### src/rtl/muldiv16_seq_if.sv
// Handshake and result bundle between the processor control FSM and muldiv16_seq.
// The control side drives start/op/operands; the unit returns busy/done and results.
interface muldiv16_seq_if #(parameter int WIDTH = 16);
   logic             start;
   logic [1:0]       op;
   logic [WIDTH-1:0] a;
   logic [WIDTH-1:0] b;
   logic             busy;
   logic             done;
   logic [WIDTH-1:0] hi;
   logic [WIDTH-1:0] lo;
   logic             divz;
   logic             ovfl;

   modport master (
      output start, op, a, b,
      input  busy, done, hi, lo, divz, ovfl
   );

   modport slave (
      input  start, op, a, b,
      output busy, done, hi, lo, divz, ovfl
   );
endinterface

### src/rtl/muldiv16_seq.sv
// Iterative 16x16 multiply (shift-add) and 16/16 divide (restoring) with start/done handshake.
// Signed ops work on magnitudes and fix the signs up in a final cycle.
module muldiv16_seq #(
   parameter int WIDTH = 16
) (
   input  logic          clk,
   input  logic          rst_n,
   muldiv16_seq_if.slave bus
);

   localparam int CW = $clog2(WIDTH) + 1;

   localparam logic [2:0] S_IDLE = 3'd0;
   localparam logic [2:0] S_LOAD = 3'd1;
   localparam logic [2:0] S_ITER = 3'd2;
   localparam logic [2:0] S_FIX  = 3'd3;
   localparam logic [2:0] S_DONE = 3'd4;

   localparam logic [CW-1:0]      CNT_LAST = CW'(WIDTH - 1);
   localparam logic [CW-1:0]      CNT_ONE  = {{(CW-1){1'b0}}, 1'b1};
   localparam logic [WIDTH-1:0]   ONES_W   = {WIDTH{1'b1}};
   localparam logic [WIDTH-1:0]   ZERO_W   = {WIDTH{1'b0}};
   localparam logic [WIDTH-1:0]   MIN_W    = {1'b1, {(WIDTH-1){1'b0}}};
   localparam logic [WIDTH-1:0]   ONE_W    = {{(WIDTH-1){1'b0}}, 1'b1};
   localparam logic [2*WIDTH-1:0] ONE_2W   = {{(2*WIDTH-1){1'b0}}, 1'b1};

   function automatic logic [WIDTH-1:0] neg_w(input logic [WIDTH-1:0] v);
      return ~v + ONE_W;
   endfunction

   function automatic logic [WIDTH-1:0] mag_w(input logic [WIDTH-1:0] v, input logic sgn);
      return (sgn && v[WIDTH-1]) ? neg_w(v) : v;
   endfunction

   logic [2:0]       state_r;
   logic [CW-1:0]    cnt_r;
   logic [1:0]       op_r;
   logic [WIDTH-1:0] a_r, b_r;
   logic [WIDTH-1:0] x_r;      // mul: |multiplicand|, div: |divisor|
   logic [WIDTH-1:0] acc_r;    // mul: product upper half, div: partial remainder
   logic [WIDTH-1:0] q_r;      // mul: multiplier / product lower half, div: dividend / quotient
   logic             res_neg_r, rem_neg_r, dz_r;
   logic             busy_r, done_r, divz_r, ovfl_r;
   logic [WIDTH-1:0] hi_r, lo_r;

   logic             sgn_s, is_div_s, ovf_s;
   logic [WIDTH:0]   add_s, rsh_s, trial_s;
   logic [2*WIDTH-1:0] prod_s, prod_neg_s;

   // Per-iteration datapath and final-cycle helpers.
   always_comb begin
      sgn_s      = ~op_r[0];
      is_div_s   = op_r[1];
      add_s      = q_r[0] ? ({1'b0, acc_r} + {1'b0, x_r}) : {1'b0, acc_r};
      rsh_s      = {acc_r, q_r[WIDTH-1]};
      trial_s    = rsh_s - {1'b0, x_r};
      prod_s     = {acc_r, q_r};
      prod_neg_s = ~prod_s + ONE_2W;
      ovf_s      = (op_r == 2'b10) && (a_r == MIN_W) && (b_r == ONES_W);
   end

   assign bus.busy = busy_r;
   assign bus.done = done_r;
   assign bus.hi   = hi_r;
   assign bus.lo   = lo_r;
   assign bus.divz = divz_r;
   assign bus.ovfl = ovfl_r;

   // Control FSM, iteration registers and result registers.
   always_ff @(posedge clk) begin
      if (!rst_n) begin
         state_r   <= S_IDLE;
         cnt_r     <= {CW{1'b0}};
         op_r      <= 2'b00;
         a_r       <= ZERO_W;
         b_r       <= ZERO_W;
         x_r       <= ZERO_W;
         acc_r     <= ZERO_W;
         q_r       <= ZERO_W;
         res_neg_r <= 1'b0;
         rem_neg_r <= 1'b0;
         dz_r      <= 1'b0;
         busy_r    <= 1'b0;
         done_r    <= 1'b0;
         divz_r    <= 1'b0;
         ovfl_r    <= 1'b0;
         hi_r      <= ZERO_W;
         lo_r      <= ZERO_W;
      end else begin
         case (state_r)
            S_IDLE, S_DONE: begin
               done_r <= 1'b0;
               if (bus.start) begin
                  a_r     <= bus.a;
                  b_r     <= bus.b;
                  op_r    <= bus.op;
                  busy_r  <= 1'b1;
                  state_r <= S_LOAD;
               end else begin
                  busy_r  <= 1'b0;
                  state_r <= S_IDLE;
               end
            end
            S_LOAD: begin
               acc_r     <= ZERO_W;
               cnt_r     <= {CW{1'b0}};
               res_neg_r <= sgn_s & (a_r[WIDTH-1] ^ b_r[WIDTH-1]);
               rem_neg_r <= sgn_s & a_r[WIDTH-1];
               if (is_div_s) begin
                  x_r <= mag_w(b_r, sgn_s);
                  q_r <= mag_w(a_r, sgn_s);
               end else begin
                  x_r <= mag_w(a_r, sgn_s);
                  q_r <= mag_w(b_r, sgn_s);
               end
               // Divide by zero publishes its result now and only passes through FIX.
               if (is_div_s && (b_r == ZERO_W)) begin
                  hi_r    <= a_r;
                  lo_r    <= ONES_W;
                  divz_r  <= 1'b1;
                  ovfl_r  <= 1'b0;
                  dz_r    <= 1'b1;
                  state_r <= S_FIX;
               end else begin
                  dz_r    <= 1'b0;
                  state_r <= S_ITER;
               end
            end
            S_ITER: begin
               if (is_div_s) begin
                  if (!trial_s[WIDTH]) begin
                     acc_r <= trial_s[WIDTH-1:0];
                     q_r   <= {q_r[WIDTH-2:0], 1'b1};
                  end else begin
                     acc_r <= rsh_s[WIDTH-1:0];
                     q_r   <= {q_r[WIDTH-2:0], 1'b0};
                  end
               end else begin
                  acc_r <= add_s[WIDTH:1];
                  q_r   <= {add_s[0], q_r[WIDTH-1:1]};
               end
               if (cnt_r == CNT_LAST) begin
                  state_r <= S_FIX;
               end else begin
                  cnt_r   <= cnt_r + CNT_ONE;
               end
            end
            S_FIX: begin
               if (!dz_r) begin
                  if (is_div_s) begin
                     lo_r <= res_neg_r ? neg_w(q_r) : q_r;
                     hi_r <= rem_neg_r ? neg_w(acc_r) : acc_r;
                  end else begin
                     {hi_r, lo_r} <= res_neg_r ? prod_neg_s : prod_s;
                  end
                  divz_r <= 1'b0;
                  ovfl_r <= ovf_s;
               end
               busy_r  <= 1'b0;
               done_r  <= 1'b1;
               state_r <= S_DONE;
            end
            default: begin
               busy_r  <= 1'b0;
               done_r  <= 1'b0;
               state_r <= S_IDLE;
            end
         endcase
      end
   end

endmodule

### src/flat_wrapper.sv
// flat-port wrapper written by rule: the top's interface ports become plain ports
module muldiv16_seq_flat 
#(
   parameter int WIDTH = 16
)
  (clk, rst_n, bus_start, bus_op, bus_a, bus_b, bus_busy, bus_done, bus_hi, bus_lo, bus_divz, bus_ovfl);
  muldiv16_seq_if #(.WIDTH(WIDTH)) bus_i ();
  input  logic clk;
  input  logic rst_n;
  input wire logic [$bits(bus_i.start)-1:0] bus_start;
  input wire logic [$bits(bus_i.op)-1:0] bus_op;
  input wire logic [$bits(bus_i.a)-1:0] bus_a;
  input wire logic [$bits(bus_i.b)-1:0] bus_b;
  output wire logic [$bits(bus_i.busy)-1:0] bus_busy;
  output wire logic [$bits(bus_i.done)-1:0] bus_done;
  output wire logic [$bits(bus_i.hi)-1:0] bus_hi;
  output wire logic [$bits(bus_i.lo)-1:0] bus_lo;
  output wire logic [$bits(bus_i.divz)-1:0] bus_divz;
  output wire logic [$bits(bus_i.ovfl)-1:0] bus_ovfl;
  assign bus_i.start = bus_start;
  assign bus_i.op = bus_op;
  assign bus_i.a = bus_a;
  assign bus_i.b = bus_b;
  assign bus_busy = bus_i.busy;
  assign bus_done = bus_i.done;
  assign bus_hi = bus_i.hi;
  assign bus_lo = bus_i.lo;
  assign bus_divz = bus_i.divz;
  assign bus_ovfl = bus_i.ovfl;
  muldiv16_seq #(.WIDTH(WIDTH)) u_core (.clk(clk), .rst_n(rst_n), .bus(bus_i));
endmodule
### config.mk
export PLATFORM = sky130hd
export DESIGN_NAME = muldiv16_seq_flat
export DESIGN_NICKNAME = d
export VERILOG_FILES = /design/src/rtl/muldiv16_seq_if.sv /design/src/rtl/muldiv16_seq.sv /design/src/flat_wrapper.sv
export SDC_FILE = /design/constraint.sdc
export NUM_CORES = 1
export LEC_CHECK = 0
export CORE_MARGIN = 2
export CORE_UTILIZATION = 54
export DETAILED_ROUTE_END_ITERATION = 12
export GPL_TIMING_DRIVEN = 0
export PLACE_DENSITY = 0.81
export SETUP_SLACK_MARGIN = 0.1
export SYNTH_ARGS = -nofsm -noshare
export SYNTH_HDL_FRONTEND = slang
export SYNTH_SLANG_ARGS = --single-unit
### constraint.sdc
create_clock -name clk -period 2.7 [get_ports clk]
set_input_delay 0.54 -clock clk [delete_from_list [all_inputs] [get_ports clk]]
set_output_delay 0.54 -clock clk [all_outputs]
set_load 0.03 [all_outputs]
==> impl_metrics.csv <==
group,metric,value,unit
timing,drv_slew,0,
timing,worstMarginPinSlew,0.777,ns
setup_path,worst-setup-path-type,"reg2reg",
route,vias,9738,
yosys,yosysMostFrequentCell,"nand2_1",
run,maxCapViolations,0,
yosys,async_flop_share,0,
route,route.detailed.drc,0,
route,drt-initial-drc-count,1490,
finish,fin_cells,1500,
grt,gr-total-overflow,0,
clock_tree,clock_latency,0.43,ns
floorplan,row_count,46,
clock_tree,cts.sinks,129,
yosys,synth_cell_types,72,
power_and_ir_drop,leakagePower,4.32,nW
grt,grt_pass1_vias,8907,
timing,clock_skew,0.0128,ns
power_and_ir_drop,power.density,1060,nW/um2
grt,antenna_found_initial,0,
yosys,synth_edf_count,0,
setup_path,crit_path_max_fanout,8,
clock_tree,htreeDepth,4,
finish,fin_nets,1350,
route,ant_nets,0,
floorplan,start_util,0.552,
clock_tree,cts_buffers,17,
yosys,synthesis.area,8730,um2
yosys,synth_area_leaders,"dfxtp_1, a21oi_1, nand2_1",
floorplan,core_area,15800,um2
placement,dp.cells,1442,
timing,max_freq,342,MHz
route,first_pass_iters,7,
worst_hold_path,min_path_type,"reg2reg",
clock_tree,cts_tree,"done",
status,failed_checks,"setup timing",
placement,io_buffers,71,
clock_tree,clk_pin_slew,0.06,ns
yosys,yosys_warnings,0,
setup_path,cp-end-kind,"register",
clock_tree,cts_root_buf,"clkbuf_16",
placement,hpwl,23000,um
timing,rsz0062_at_grt,"true",
route,wl,31700,um
finish,drive_gt1_frac,0.140,
floorplan,die_area,17200,um2
yosys,synthTopCellsByCount,"nand2_1, dfxtp_1, a21oi_1",
power_and_ir_drop,ir_drop,614,uV
setup_path,worst_setup_path_start_kind,"register",
timing,hold_slack,0.452,ns
yosys,avgSynthCellArea,7.56,um2
finish,diodes,0,
route,wl_per_cell,21.1,um
setup_path,required,3.02,ns
timing,layout_min_cycle_time,2.92,ns
timing,fin_crit_sh,1.08,
finish,syn_to_final_growth,27.4,%
yosys,ys_ff_latch,129,
grt,grt_max_degree,17,
yosys,synth-main-ff-cell,"dfxtp_1",
floorplan,ios,73,
timing,setup-violations-final,15,
floorplan,die_x,131,um
timing,final.setup.tns,-1.75,ns
yosys,netlist_instances,1155,
finish,fin_area,11100,um2
yosys,synth_fp_nets,1233,
placement,postPlaceCellArea,9790,um2
yosys,netlist.top_cell.by_area,"dfxtp_1",
timing,hold_violations,0,
timing,max-slew-margin-rel,0.480,
grt,gr-usage-all-layers,0.355,
setup_path,critical_path_arrival,3.24,ns
route,via_per_inst,6.49,
timing,setup_ws,-0.221,ns
clock_tree,hold_buffers,0,
placement,routabilityCongestion,1.04,
yosys,yosysSeqAreaShare,0.296,
clock_tree,clockBufferDepth,2,
floorplan,die_h,131,um
status,run_status,"finished, violations left",
grt,grt_pass1_wl,48500,um
yosys,synth_top_area_frac,0.296,
==> worst paths after layout <==
kind / start / end / slack [ns] / cells past startpoint
worst min-delay path: u_core.bus.done / u_core.bus.done / 0.45 / 1
worst max register to register: u_core.q_r[15] / u_core.acc_r[11] / -0.22 / 13
worst min register to register: u_core.bus.done / u_core.bus.done / 0.45 / 1
worst max-delay path: u_core.q_r[15] / u_core.acc_r[11] / -0.22 / 13
==> what timing repair did <==
item / in CTS / in global routing
setup endpoints to repair: 65 / 70
resized for setup: 78 / 58
buffers inserted: 15 / 11
gates cloned: 2 / 0
pin swaps: 43 / 32
==> cell type report <==
type / count / area, um2
plain buffers: 73 / 343
clock buffers: 17 / 425
clock inverters: 14 / 159
fillers: 1249 / 4710
inverters: 43 / 166
multi-input cells: 911 / 6200
flip-flops and latches: 129 / 2600
well taps: 216 / 270
repair buffers: 97 / 955
==> sequential cells by signal, indices dropped and copies added, names as in the netlist <==
signal,count
u_core.bus.lo,16
u_core.bus.busy,1
u_core.b_r,16
u_core.bus.divz,1
u_core.a_r,16
u_core.bus.ovfl,1
u_core.dz_r,1
u_core.rem_neg_r,1
u_core.state_r,3
u_core.bus.done,1
u_core.x_r,16
u_core.acc_r,16
u_core.op_r,2
u_core.res_neg_r,1
u_core.cnt_r,5
u_core.q_r,16
u_core.bus.hi,16
==> cell usage in the layout, fill, tap and decap left out, types with 13 or more instances in the layout <==
cell,count
nor3_1,19
o21ai_0,36
a211oi_1,16
o211ai_1,14
clkbuf_1,55
nand2_1,153
xnor2_1,30
dfxtp_1,120
ha_1,37
mux2i_1,21
nor2_1,118
xor2_1,37
o21ai_1,25
mux2_2,14
a21oi_1,121
a31oi_1,17
buf_4,20
nand2b_1,13
clkdlybuf4s50_1,71
clkbuf_16,17
a222oi_1,14
a221oi_1,15
inv_1,39
nand3_1,16
a21o_1,17
==> stage by stage <==
step,setup slack [ns],power (mW),util
after floorplan,0.105,6.17,-
after global placement,-0.741,7.61,0.618
after detailed placement,-0.748,7.68,0.618
after CTS,-0.138,10.8,0.682
after global routing,-0.256,12.2,0.702
final,-0.221,11.8,0.702
==> per-layer routing <==
metal	track usage	share of wire	vias to the layer above
met5	0	0	-
met3	0.0829	0.12	138
met4	0.173	0.050	0
met2	0.552	0.44	668
li1	-	-	4411
met1	0.465	0.39	4521
==> worst max-delay path, cell delays in order (launching register included) <==
cell and delay, ns:
dfxtp_4 0.39, inv_6 0.05, ha_4 0.16, fa_2 0.33, nand2b_4 0.16, a21o_1 0.20, a211o_4 0.37, a21boi_4 0.25
nor3_4 0.08, buf_12 0.17, nor2_4 0.22, buf_4 0.16, mux2i_1 0.19, o21ai_1 0.08
==> logic make-up (layout without fill, tap and decap cells) <==
logic type / after synthesis / after routing / synth area share
and+or+nand+nor: 401 / 402 / 0.208
AOI/OAI and AO/OA: 358 / 359 / 0.264
adders and majority gates: 41 / 41 / 0.0605
buffers and inverters: 117 / 244 / 0.0553
muxes: 35 / 35 / 0.0421
xor gates and xnor gates: 74 / 74 / 0.0742
DFF: 129 / 129 / 0.296
==> power breakdown <==
part	internal, mW	switching (mW)
clock	1.37	0.966
combinational	2.79	4.05
sequential	2.19	0.393
total	6.34	5.41
Power figures use the tool's default switching activity.
